File: src/rtl/bc_horner.sv
// Control block for Horner evaluation y = (A*x + B)*x + C on a shared mul/add unit.
// Moore FSM plus a wait counter that holds each multiply step for MUL_LAT cycles.
module bc_horner #(
    parameter int unsigned MUL_LAT = 1,
    parameter int unsigned CW      = 4
) (
    input  logic       clk,
    input  logic       rst_n,
    input  logic       start,
    input  logic       abort,
    output logic [1:0] M0,
    output logic [1:0] M1,
    output logic [1:0] M2,
    output logic       LX,
    output logic       RSTX,
    output logic       LH,
    output logic       RSTH,
    output logic       LS,
    output logic       Pronto,
    output logic       busy
);

    typedef enum logic [3:0] {
        IDLE  = 4'd0,
        LOADX = 4'd1,
        MUL1  = 4'd2,
        ADD1  = 4'd3,
        MUL2  = 4'd4,
        ADD2  = 4'd5,
        STORE = 4'd6,
        DONE  = 4'd7,
        ABRT  = 4'd8
    } state_t;

    localparam logic [CW-1:0] LAST = CW'(MUL_LAT - 1);

    state_t        state, state_nx;
    logic [CW-1:0] cnt, cnt_nx;

    always_ff @(posedge clk or negedge rst_n) begin
        if (!rst_n) begin
            state <= IDLE;
            cnt   <= '0;
        end else begin
            state <= state_nx;
            cnt   <= cnt_nx;
        end
    end

    always_comb begin
        state_nx = state;
        cnt_nx   = '0;
        case (state)
            IDLE:  if (start && !abort) state_nx = LOADX;
            LOADX: state_nx = MUL1;
            MUL1: begin
                if (cnt == LAST) state_nx = ADD1;
                else             cnt_nx   = cnt + CW'(1);
            end
            ADD1:  state_nx = MUL2;
            MUL2: begin
                if (cnt == LAST) state_nx = ADD2;
                else             cnt_nx   = cnt + CW'(1);
            end
            ADD2:  state_nx = STORE;
            STORE: state_nx = DONE;
            DONE:  state_nx = start ? LOADX : IDLE;
            ABRT:  state_nx = IDLE;
            default: state_nx = IDLE;
        endcase
        // Abort only acts on live evaluation states; ABRT itself always drains to IDLE.
        if (abort && (state inside {LOADX, MUL1, ADD1, MUL2, ADD2, STORE, DONE})) begin
            state_nx = ABRT;
            cnt_nx   = '0;
        end
    end

    always_comb begin
        M0     = 2'd0;
        M1     = 2'd0;
        M2     = 2'd0;
        LX     = 1'b0;
        RSTX   = 1'b0;
        LH     = 1'b0;
        RSTH   = 1'b0;
        LS     = 1'b0;
        Pronto = 1'b0;
        busy   = (state != IDLE);
        case (state)
            LOADX: begin
                LX   = 1'b1;
                RSTH = 1'b1;
            end
            MUL1: LH = (cnt == LAST);
            ADD1: begin
                M0 = 2'd1; M1 = 2'd3; M2 = 2'd2; LH = 1'b1;
            end
            MUL2: begin
                M1 = 2'd3; LH = (cnt == LAST);
            end
            ADD2: begin
                M0 = 2'd1; M1 = 2'd3; M2 = 2'd3; LH = 1'b1;
            end
            STORE: LS = 1'b1;
            DONE:  Pronto = 1'b1;
            ABRT: begin
                RSTX = 1'b1;
                RSTH = 1'b1;
            end
            default: ;
        endcase
        // Hold the datapath registers cleared for as long as reset is asserted.
        if (!rst_n) begin
            RSTX = 1'b1;
            RSTH = 1'b1;
        end
    end

endmodule
File: config.mk
export PLATFORM = sky130hd
export DESIGN_NAME = bc_horner
export DESIGN_NICKNAME = d
export VERILOG_FILES = /design/src/rtl/bc_horner.sv
export SDC_FILE = /design/constraint.sdc
export NUM_CORES = 1
export LEC_CHECK = 0
export BUFFER_PORTS_ARGS = -buffer_cell sky130_fd_sc_hd__buf_2
export CAP_MARGIN = 20
export CORE_MARGIN = 2
export CORE_UTILIZATION = 34
export CTS_BUF_LIST = sky130_fd_sc_hd__clkbuf_2
export DETAILED_ROUTE_END_ITERATION = 10
export GPL_TIMING_DRIVEN = 0
export PLACE_DENSITY = 0.59
export SLEW_MARGIN = 20
export SYNTH_ARGS = -nofsm -noshare
export SYNTH_HDL_FRONTEND = slang
export SYNTH_SLANG_ARGS = --single-unit
File: constraint.sdc
create_clock -name clk -period 2.3 [get_ports clk]
set_input_delay 0.23 -clock clk [delete_from_list [all_inputs] [get_ports clk]]
set_output_delay 0.23 -clock clk [all_outputs]
set_load 0.05 [all_outputs]
==> results.py <==
metrics = {
    "route": {
        "drc": 0,
        "finalWirelength_um": 1120,
        "drt-initial-drc-count": 13,
        "wire_per_inst_um": 10.77,
        "viasPerCell": 4.510,
        "routed-via-count": 469,
        "antenna_left": 0,
        "drt_pass1_iterations": 4,
    },
    "grt": {
        "grt_pass1_wl_um": 1794,
        "grt_max_degree": 11,
        "grt_pass1_vias": 407,
        "overflow": 0,
        "grt.total_usage_pct": 11.89,
        "antenna_found_initial": 0,
    },
    "clocking": {
        "insertion_delay_ns": 0.23,
        "cts_root_buffer": "clkbuf_2",
        "cts.clk_slew.worst_paths_ns": 0.08,
        "clock_sinks": 8,
        "cts_resized": 0,
        "cts_tree": "done",
        "htree_levels": 1,
        "cts_inserted_buffers": 3,
        "clk_path_buf_depth": 2,
    },
    "layout": {
        "drive_gt1_share_pct": 41.77,
        "syn_to_final_growth_pct": 22.31,
        "final_cell_mix": "buf_2 (15), dfrtp_1 (8), nor2_1 (5)",
        "nFillCells": 178,
        "layout_commonest_cell": "buf_2",
        "nets": 87,
        "antenna_cells": 0,
    },
    "critical_path": {
        "critPathMaxFanout": 4,
        "r2r_slack_ns": 0.84,
        "arrival_ns": 1.59,
        "worstPathRequired_ns": 2.07,
        "reg2reg_depth": 5,
        "cp-end-kind": "output pin",
        "critPathKind": "register to output pin",
        "r2r_end": "state[0]",
        "cp-start-kind": "register",
        "reg2reg_from": "cnt[0]",
    },
    "floorplan": {
        "io_pins": 17,
        "coreArea_um2": 1708,
        "start_util_pct": 36.12,
        "floorplan.die_area_um2": 2171,
        "placementRows": 15,
        "die_y_um": 46.60,
        "die_width_um": 46.60,
    },
    "sta": {
        "drv_slew": 0,
        "hold_slack_ns": 0.2639,
        "clock_skew_ns": 0.008906,
        "max_freq_mhz": 549.8,
        "fin_crit_ns": 1.819,
        "min_period_over_period_pct": 79.09,
        "rsz0062_at_grt": "no",
        "setup_viol": 0,
        "tns_ns": 0,
        "hold_viol_final": 0,
    },
    "power": {
        "p_sw_w": 0.0002472,
        "cellLeakagePower_nw": 0.3511,
        "vdd_drop_max_mv": 0.3522,
        "power_frac_clock_pct": 15.5,
        "swShare_pct": 46.62,
        "combPwrFrac_pct": 54.4,
        "p_int_w": 0.0002831,
        "powerDensity_nw_per_um2": 702.8,
        "pwr-share-seq_pct": 30.1,
    },
    "place": {
        "dp_hpwl_um": 858.6,
        "gp_congestion": 0.6849,
        "io_buffers": 15,
    },
    "status": {
        "outcome": "finished, final reports clean",
    },
    "min_path": {
        "min_to": "state[0]",
        "min_path_type": "primary input to register",
        "hold_depth": 2,
        "min-delay-start": "abort",
    },
    "logic_synthesis": {
        "syn_inst": 60,
        "yosys_warnings": 0,
        "synthArstFlopShare_pct": 100.0,
        "syn_area_per_cell_um2": 10.28,
        "synth_ff_type": "dfrtp_1",
        "synth_cell_types": 31,
        "netlist_area_um2": 616.8,
        "ys_seq_area_share_pct": 32.45,
        "synth_edf_count": 0,
        "synth.net_count": 66,
        "ys_ff_latch": 8,
    },
    "flow_run": {
        "drv_cap": 0,
    },
}
cell type report:
| type | count | area [um2] | area share [%] |
|---|---|---|---|
| clock buffers | 3 | 15.01 | 1.990 |
| repair buffers | 16 | 85.08 | 11.28 |
| multi-input cells | 43 | 351.6 | 46.60 |
| inverters | 2 | 7.507 | 0.9950 |
| flip-flops and latches | 8 | 200.2 | 26.53 |
| well taps | 25 | 31.28 | 4.146 |
| plain buffers | 7 | 63.81 | 8.458 |
power by group through the flow:
stage	combinational, W	sequential, W	clock, W
finish	0.000289	0.000159	0.0000823
global route	0.000307	0.000161	0.0000909
CTS	0.000292	0.000160	0.0000866
detailed placement	0.000289	0.000162	0
global placement	0.000288	0.000162	0
floorplan	0.000240	0.000161	0
worst max-delay path, cell delays in order, from the launching register on:
cell and delay (ns):
dfrtp_1 0.43, inv_1 0.07, ha_1 0.16, nor3b_4 0.29, o21a_1 0.15, buf_2 0.25
cells in the mapped netlist (2+ instances only):
library cell  count  area share (%)
buf_4             4             4.9
nor3b_1           2             2.4
nor2b_1           2             2.0
nand2_1           3             1.8
and2_1            4             4.1
nor2_1            5             3.0
ha_1              2             4.1
buf_6             3             5.5
dfrtp_1           8              32
inv_1             2             1.2
xnor2_1           2             2.8
o21a_1            2             2.4
or2b_1            2             2.4
nand2b_1          2             2.0
what timing repair did:
action / in CTS / in global routing
hold endpoints to repair: 8 / 0
buffers inserted: 0 / 0
hold buffers: 1 / 0
setup endpoints to repair: 0 / 0
routing by layer:
metal / up-vias / track usage (%) / share of wire, %
met5: - / 0 / 0
met4: 0 / 6.857 / 1.6
met3: 2 / 1.176 / 5.3
met2: 16 / 16.94 / 49
met1: 215 / 17.14 / 44
li1: 236 / - / -
state kept, by name (all words and copies together), names as in the netlist:
register / cells
cnt: 4
state: 4
worst max-delay path by stage:
stage,depth (start not counted),startpoint,to,slack (ns)
finish,5,cnt[0],LH,0.48
global route,6,state[1],M1[1],0.39
CTS,5,cnt[0],LH,0.46
detailed placement,5,cnt[0],LH,0.73
global placement,5,cnt[0],LH,0.76
floorplan,3,state[3],RSTH,0.20
cell families after synthesis:
kind of cell | Yosys count | synth area share (%)
other cells | 1 | 0.6079
xor+xnor | 4 | 6.898
flops | 8 | 32.45
buf+inv | 9 | 11.56
compound gates | 7 | 9.330
simple gates | 28 | 33.26
mux | 1 | 1.825
fa+ha+maj | 2 | 4.056
per-stage QoR:
| stage | std cells | power (W) | util (%) | instance area [um2] | setup slack (ns) |
|---|---|---|---|---|---|
| floorplan | 60 | 0.0004005 | - | 623.1 | 0.2031 |
| global placement | 100 | 0.0004496 | 42.71 | 729.5 | 0.7605 |
| detailed placement | 100 | 0.0004518 | 42.71 | 729.5 | 0.7337 |
| CTS | 104 | 0.0005383 | 44.18 | 754.5 | 0.4604 |
| global route | 104 | 0.0005592 | 44.18 | 754.5 | 0.3859 |
| finish | 104 | 0.0005303 | 44.18 | 754.5 | 0.4810 |
No activity file was read; power rests on OpenSTA's default activity.
